--- src/rtl/sap_core_p.sv ---
// sap_core_p: parametrised SAP-style accumulator CPU with internal RAM, variable-length
// microcode and a host load port. Define SAP_CORE_TRACE_EN for a per-cycle $display trace.
module sap_core_p #(
  parameter int DATA_W = 8,
  parameter int ADDR_W = 4
) (
  input  logic              clk,
  input  logic              clr,
  input  logic              load_we,
  input  logic [ADDR_W-1:0] load_addr,
  input  logic [DATA_W-1:0] load_data,
  input  logic              run,
  output logic              busy,
  output logic              halted,
  output logic [DATA_W-1:0] out_data,
  output logic              out_valid,
  output logic [ADDR_W-1:0] pc_dbg
);

  generate
    if (DATA_W < ADDR_W + 4) begin : g_width_check
      $fatal(1, "sap_core_p: DATA_W must be >= ADDR_W+4");
    end
  endgenerate

  localparam logic [1:0] S_IDLE = 2'd0;
  localparam logic [1:0] S_RUN  = 2'd1;
  localparam logic [1:0] S_HALT = 2'd2;

  localparam logic [2:0] T0 = 3'd0;
  localparam logic [2:0] T1 = 3'd1;
  localparam logic [2:0] T2 = 3'd2;
  localparam logic [2:0] T3 = 3'd3;
  localparam logic [2:0] T4 = 3'd4;

  localparam logic [3:0] OP_LDA = 4'h1;
  localparam logic [3:0] OP_ADD = 4'h2;
  localparam logic [3:0] OP_SUB = 4'h3;
  localparam logic [3:0] OP_STA = 4'h4;
  localparam logic [3:0] OP_LDI = 4'h5;
  localparam logic [3:0] OP_JMP = 4'h6;
  localparam logic [3:0] OP_JC  = 4'h7;
  localparam logic [3:0] OP_JZ  = 4'h8;
  localparam logic [3:0] OP_OUT = 4'h9;
  localparam logic [3:0] OP_HLT = 4'hF;

  logic [1:0]        state;
  logic [2:0]        step;
  logic [2:0]        last_step;
  logic [ADDR_W-1:0] pc;
  logic [ADDR_W-1:0] mar;
  logic [ADDR_W+3:0] ir;
  logic [DATA_W-1:0] acc;
  logic [DATA_W-1:0] breg;
  logic              cf;
  logic              zf;
  logic [DATA_W-1:0] mem [0:(1<<ADDR_W)-1];

  logic [DATA_W-1:0] mem_rd;
  logic [3:0]        opcode;
  logic [ADDR_W-1:0] operand;
  logic [DATA_W-1:0] operand_ext;
  logic              is_sub;
  logic [DATA_W:0]   alu_sum;

  assign mem_rd      = mem[mar];
  assign opcode      = ir[ADDR_W+3:ADDR_W];
  assign operand     = ir[ADDR_W-1:0];
  assign operand_ext = {{(DATA_W-ADDR_W){1'b0}}, operand};
  assign is_sub      = (opcode == OP_SUB);
  // SUB is A + ~B + 1, so the carry out reads as "no borrow"
  assign alu_sum     = {1'b0, acc} + {1'b0, (is_sub ? ~breg : breg)} + {{DATA_W{1'b0}}, is_sub};

  assign busy   = (state == S_RUN);
  assign halted = (state == S_HALT);
  assign pc_dbg = pc;

  always_comb begin
    last_step = T2;
    case (opcode)
      OP_LDA, OP_STA: last_step = T3;
      OP_ADD, OP_SUB: last_step = T4;
      default:        last_step = T2;
    endcase
  end

  always_ff @(posedge clk) begin
    if (clr) begin
      state     <= S_IDLE;
      step      <= T0;
      pc        <= '0;
      mar       <= '0;
      ir        <= '0;
      acc       <= '0;
      breg      <= '0;
      cf        <= 1'b0;
      zf        <= 1'b0;
      out_data  <= '0;
      out_valid <= 1'b0;
    end else begin
      out_valid <= 1'b0;
      case (state)
        S_IDLE, S_HALT: begin
          if (run) begin
            state <= S_RUN;
            step  <= T0;
            pc    <= '0;
            acc   <= '0;
            breg  <= '0;
            cf    <= 1'b0;
            zf    <= 1'b0;
          end
        end
        S_RUN: begin
          // T0/T1 never match last_step, which is T2 at the earliest
          step <= (step == last_step) ? T0 : step + 3'd1;
          case (step)
            T0: mar <= pc;
            T1: begin
              ir <= mem_rd[ADDR_W+3:0];
              pc <= pc + 1'b1;
            end
            T2: begin
              case (opcode)
                OP_LDA, OP_ADD, OP_SUB, OP_STA: mar <= operand;
                OP_LDI: acc <= operand_ext;
                OP_JMP: pc <= operand;
                OP_JC:  if (cf) pc <= operand;
                OP_JZ:  if (zf) pc <= operand;
                OP_OUT: begin
                  out_data  <= acc;
                  out_valid <= 1'b1;
                end
                OP_HLT: state <= S_HALT;
                default: ;
              endcase
            end
            T3: begin
              if (opcode == OP_LDA) acc <= mem_rd;
              if (is_sub || opcode == OP_ADD) breg <= mem_rd;
            end
            T4: begin
              acc <= alu_sum[DATA_W-1:0];
              cf  <= alu_sum[DATA_W];
              zf  <= (alu_sum[DATA_W-1:0] == '0);
            end
            default: ;
          endcase
        end
        default: state <= S_IDLE;
      endcase
    end
  end

  // Host loads and STA never coincide: one needs RUN, the other needs not-RUN
  always_ff @(posedge clk) begin
    if (!clr) begin
      if (load_we && state != S_RUN)
        mem[load_addr] <= load_data;
      else if (state == S_RUN && step == T3 && opcode == OP_STA)
        mem[mar] <= acc;
    end
  end

`ifdef SAP_CORE_TRACE_EN
  always @(posedge clk) begin
    if (!clr && state == S_RUN) begin
      case (step)
        T0: $display("mar r %h", pc);
        T1: begin
          $display("instReg r %h", mem_rd[ADDR_W+3:0]);
          $display("pc r %b", pc + 1'b1);
        end
        T2: begin
          case (opcode)
            OP_LDA, OP_ADD, OP_SUB, OP_STA: $display("mar r %h", operand);
            OP_LDI: $display("aReg r %h", operand_ext);
            OP_JMP: if (operand != pc) $display("pc r %b", operand);
            OP_JC:  if (cf && operand != pc) $display("pc r %b", operand);
            OP_JZ:  if (zf && operand != pc) $display("pc r %b", operand);
            OP_OUT: $display("outReg r %h", acc);
            default: ;
          endcase
        end
        T3: begin
          if (opcode == OP_LDA) $display("aReg r %h", mem_rd);
          if (is_sub || opcode == OP_ADD) $display("bReg r %h", mem_rd);
          if (opcode == OP_STA) $display("ram r [%h] %h", mar, acc);
        end
        T4: begin
          $display("alu res:%h sub:%b cf:%b zf:%b", alu_sum[DATA_W-1:0], is_sub,
                   alu_sum[DATA_W], (alu_sum[DATA_W-1:0] == '0));
          $display("aReg r %h", alu_sum[DATA_W-1:0]);
        end
        default: ;
      endcase
    end
  end

  always @(negedge clk) $display("#");
`else
`endif

endmodule

--- config.mk ---
export PLATFORM = sky130hd
export DESIGN_NAME = sap_core_p
export DESIGN_NICKNAME = d
export VERILOG_FILES = /design/src/rtl/sap_core_p.sv
export SDC_FILE = /design/constraint.sdc
export NUM_CORES = 1
export LEC_CHECK = 0
export CAP_MARGIN = 20
export CORE_ASPECT_RATIO = 0.5
export CORE_MARGIN = 4
export CORE_UTILIZATION = 50
export DETAILED_ROUTE_END_ITERATION = 10
export PLACE_DENSITY_LB_ADDON = 0.05
export SLEW_MARGIN = 25
export SYNTH_ARGS = -nofsm -noshare
export SYNTH_HDL_FRONTEND = slang
export SYNTH_SLANG_ARGS = --single-unit
--- constraint.sdc ---
create_clock -name clk -period 2.75 [get_ports clk]
set_clock_uncertainty 0.05 [all_clocks]
set_input_delay 0.4125 -clock clk [delete_from_list [all_inputs] [get_ports clk]]
set_output_delay 0.4125 -clock clk [all_outputs]
set_load 0.01 [all_outputs]
==> metrics <==
Clock Path Buffers=2; DP HPWL=14020 µm; row count=32; Req. time, crit path=3.04 ns; Initial Util=0.5156; pins over their slew limit=0; Worst Slack Setup Final=0.1219 ns; # clock sinks=180; commonest cells in the netlist=128 x edfxtp_1, 61 x nor2_1, 52 x dfxtp_1; Mapped Cells=587; HP Class=reg -> reg; hold buffers post-CTS=0; antenna viol nets, final=0; number of buffers created by CTS=17; Die Y-Extent=97.61 µm; Top Ports=31; setup_tns=0 ns; worst endpoint data arrival time=2.92 ns; CP Class=reg -> reg; max_cap viols=0; ys flop type=edfxtp_1; Remaining Overflow, GRT=0; crit path time final=2.628 ns; WHS=0.4271 ns; DIE AREA=18270 µm²; post-CTS setup buffer count=0; CTS tree=yes; Mapped Area=8030 µm²; post-DR wirelength/cell=22.81 µm; drt total wl=20070 µm; pwr/cell area=620.0 nW/µm²; diode count=0; leakage=3.290 nW; #FFs+latches synth=180; Vias per Instance=5.968; Pre-Repair DR Iteration Count=6; EDFF count, synth=128; Routability Congestion=0.8816; Hold Fails Final Rpt=0; Max Clk Rate=380.5 MHz; vias in the first global route=5208; Die Wd=187.2 µm; nets=694; Synth Area per Inst=13.68 µm²; Reg clk slew, reported paths=0.07 ns; Area Overhead vs Synth=18.09%; Slew HR=0.5322; Area contributors post-synth=edfxtp_1 48%, dfxtp_1 13%, mux4_2 5.0%; post-place setup slack=-0.09147 ns; number of H-tree levels=4; cell with the most instances after synthesis=edfxtp_1; first-pass GRT wire length=31220 µm; final setup violation count=0; largest net degree at the start of global routing=39; Net Count, Synth=618; initial DRC count=445; synth unique cells=58; Remaining DRCs=0; Setup crit start kind=register; PortBufs=30; post-synth top area share=0.4787; total track usage=0.2269; total number of vias=5252; Ys Warns=0; crit end category=register; maximum fanout along the worst path=8; sequential-to-total area share from yosys stat=0.6083; Tcrit/Tclk final=0.9557; share of cells above drive strength 1=0.1790; Worst Tran Pin Value=0.6986 ns; status=completed; CTS Root Cell=clkbuf_16; dominant cell type by area after synthesis=edfxtp_1; initial antenna violation count=0; Worst-Skew Late Latency=0.43 ns; peak supply drop=0.4664 mV; asr flop ratio synth=0; core footprint=15570 µm²
final cells by class:
| cell class | count | area, µm² |
|---|---|---|
| Clock buffer | 17 | 425.4 |
| Clock inverter | 15 | 201.4 |
| Fill cell | 1221 | 6092 |
| Inverter | 14 | 52.55 |
| Multi-Input combinational cell | 368 | 2955 |
| Sequential cell | 180 | 4886 |
| Tap cell | 204 | 255.2 |
| Timing Repair Buffer | 82 | 706.9 |
per-stage QoR:
step / power [mW] / util / cell area (µm²) / instances
2_1_floorplan: 3.231 / - / 8030 / 587
3_3_place_gp: 3.393 / 0.5663 / 8820 / 848
3_5_place_dp: 3.394 / 0.5663 / 8820 / 848
4_1_cts: 5.890 / 0.6065 / 9447 / 880
5_1_grt: 6.063 / 0.6089 / 9483 / 880
6_report: 5.879 / 0.6089 / 9483 / 880
cells in the final DEF, fill, tap and decap left out, types with 9 or more instances in the layout:
master	Yosys	final
mux4_1	12	12
dfxtp_1	52	51
clkbuf_16	0	17
mux2i_1	23	23
a21oi_1	25	23
clkdlybuf4s50_1	0	30
inv_1	13	13
ha_1	14	14
buf_4	2	50
mux4_2	18	18
mux2_2	9	9
xnor2_1	16	15
edfxtp_1	128	128
nor2_1	61	61
o21ai_0	13	13
nand2_1	50	50
timing repair:
item | in CTS | in global routing
setup endpoints to repair | 0 | 3
resized for setup | 0 | 7
endpoints found under the hold margin | 0 | 0
kinds of logic (layout without fill, tap and decap cells):
family | Yosys count | after routing | share of synthesized area
AOI/OAI and AO/OA | 108 | 108 | 0.09240
muxes | 62 | 62 | 0.1310
and+or+nand+nor | 167 | 167 | 0.09879
adders and majority gates | 15 | 15 | 0.02431
xor gates and xnor gates | 16 | 16 | 0.01745
buffers and inverters | 39 | 128 | 0.02773
DFF | 180 | 180 | 0.6083
critical path, cell delays in order, from the launching register on:
cell,delay (ns)
dfxtp_1,0.30
nand4bb_2,0.30
buf_6,0.20
xnor2_1,0.15
ha_1,0.38
nand2_1,0.07
or3_4,0.37
a21oi_4,0.16
a311oi_1,0.13
xnor2_1,0.17
o31ai_1,0.25
routing by layer:
metal / global-route usage / vias to the layer above / wire length [µm]
li1: - / 2416 / -
met1: 0.3307 / 2604 / 9161
met2: 0.3528 / 211 / 9185
met3: 0.04594 / 21 / 1476
met4: 0.05508 / 0 / 246
met5: 0 / - / 0
flip-flops by register name (all words and copies together) (netlist names), named ones only:
| name | flops |
|---|---|
| out_data | 8 |
| state | 2 |
| mar | 4 |
| pc_dbg | 4 |
| cf | 1 |
| ir | 8 |
| mem | 128 |
| out_valid | 1 |
| zf | 1 |
| acc | 8 |
| breg | 8 |
| step | 3 |
worst paths after layout:
kind	slack, ns	end	startpoint	cells past startpoint
hold / removal	0.43	breg[2]$_SDFFE_PP0P_	breg[2]$_SDFFE_PP0P_	2
hold reg to reg	0.43	breg[2]$_SDFFE_PP0P_	breg[2]$_SDFFE_PP0P_	2
setup reg to reg	0.12	zf$_SDFFE_PP0P_	ir[7]$_SDFFE_PP0P_	10
setup / recovery	0.12	zf$_SDFFE_PP0P_	ir[7]$_SDFFE_PP0P_	10
where the power goes:
part | internal, mW | total [mW] | switching (mW) | leakage [nW]
combinational | 0.143 | 0.377 | 0.234 | 1.42
clock | 1.32 | 2.54 | 1.22 | 0.302
sequential | 2.93 | 2.96 | 0.0340 | 1.57
Power figures use the tool's default switching activity.
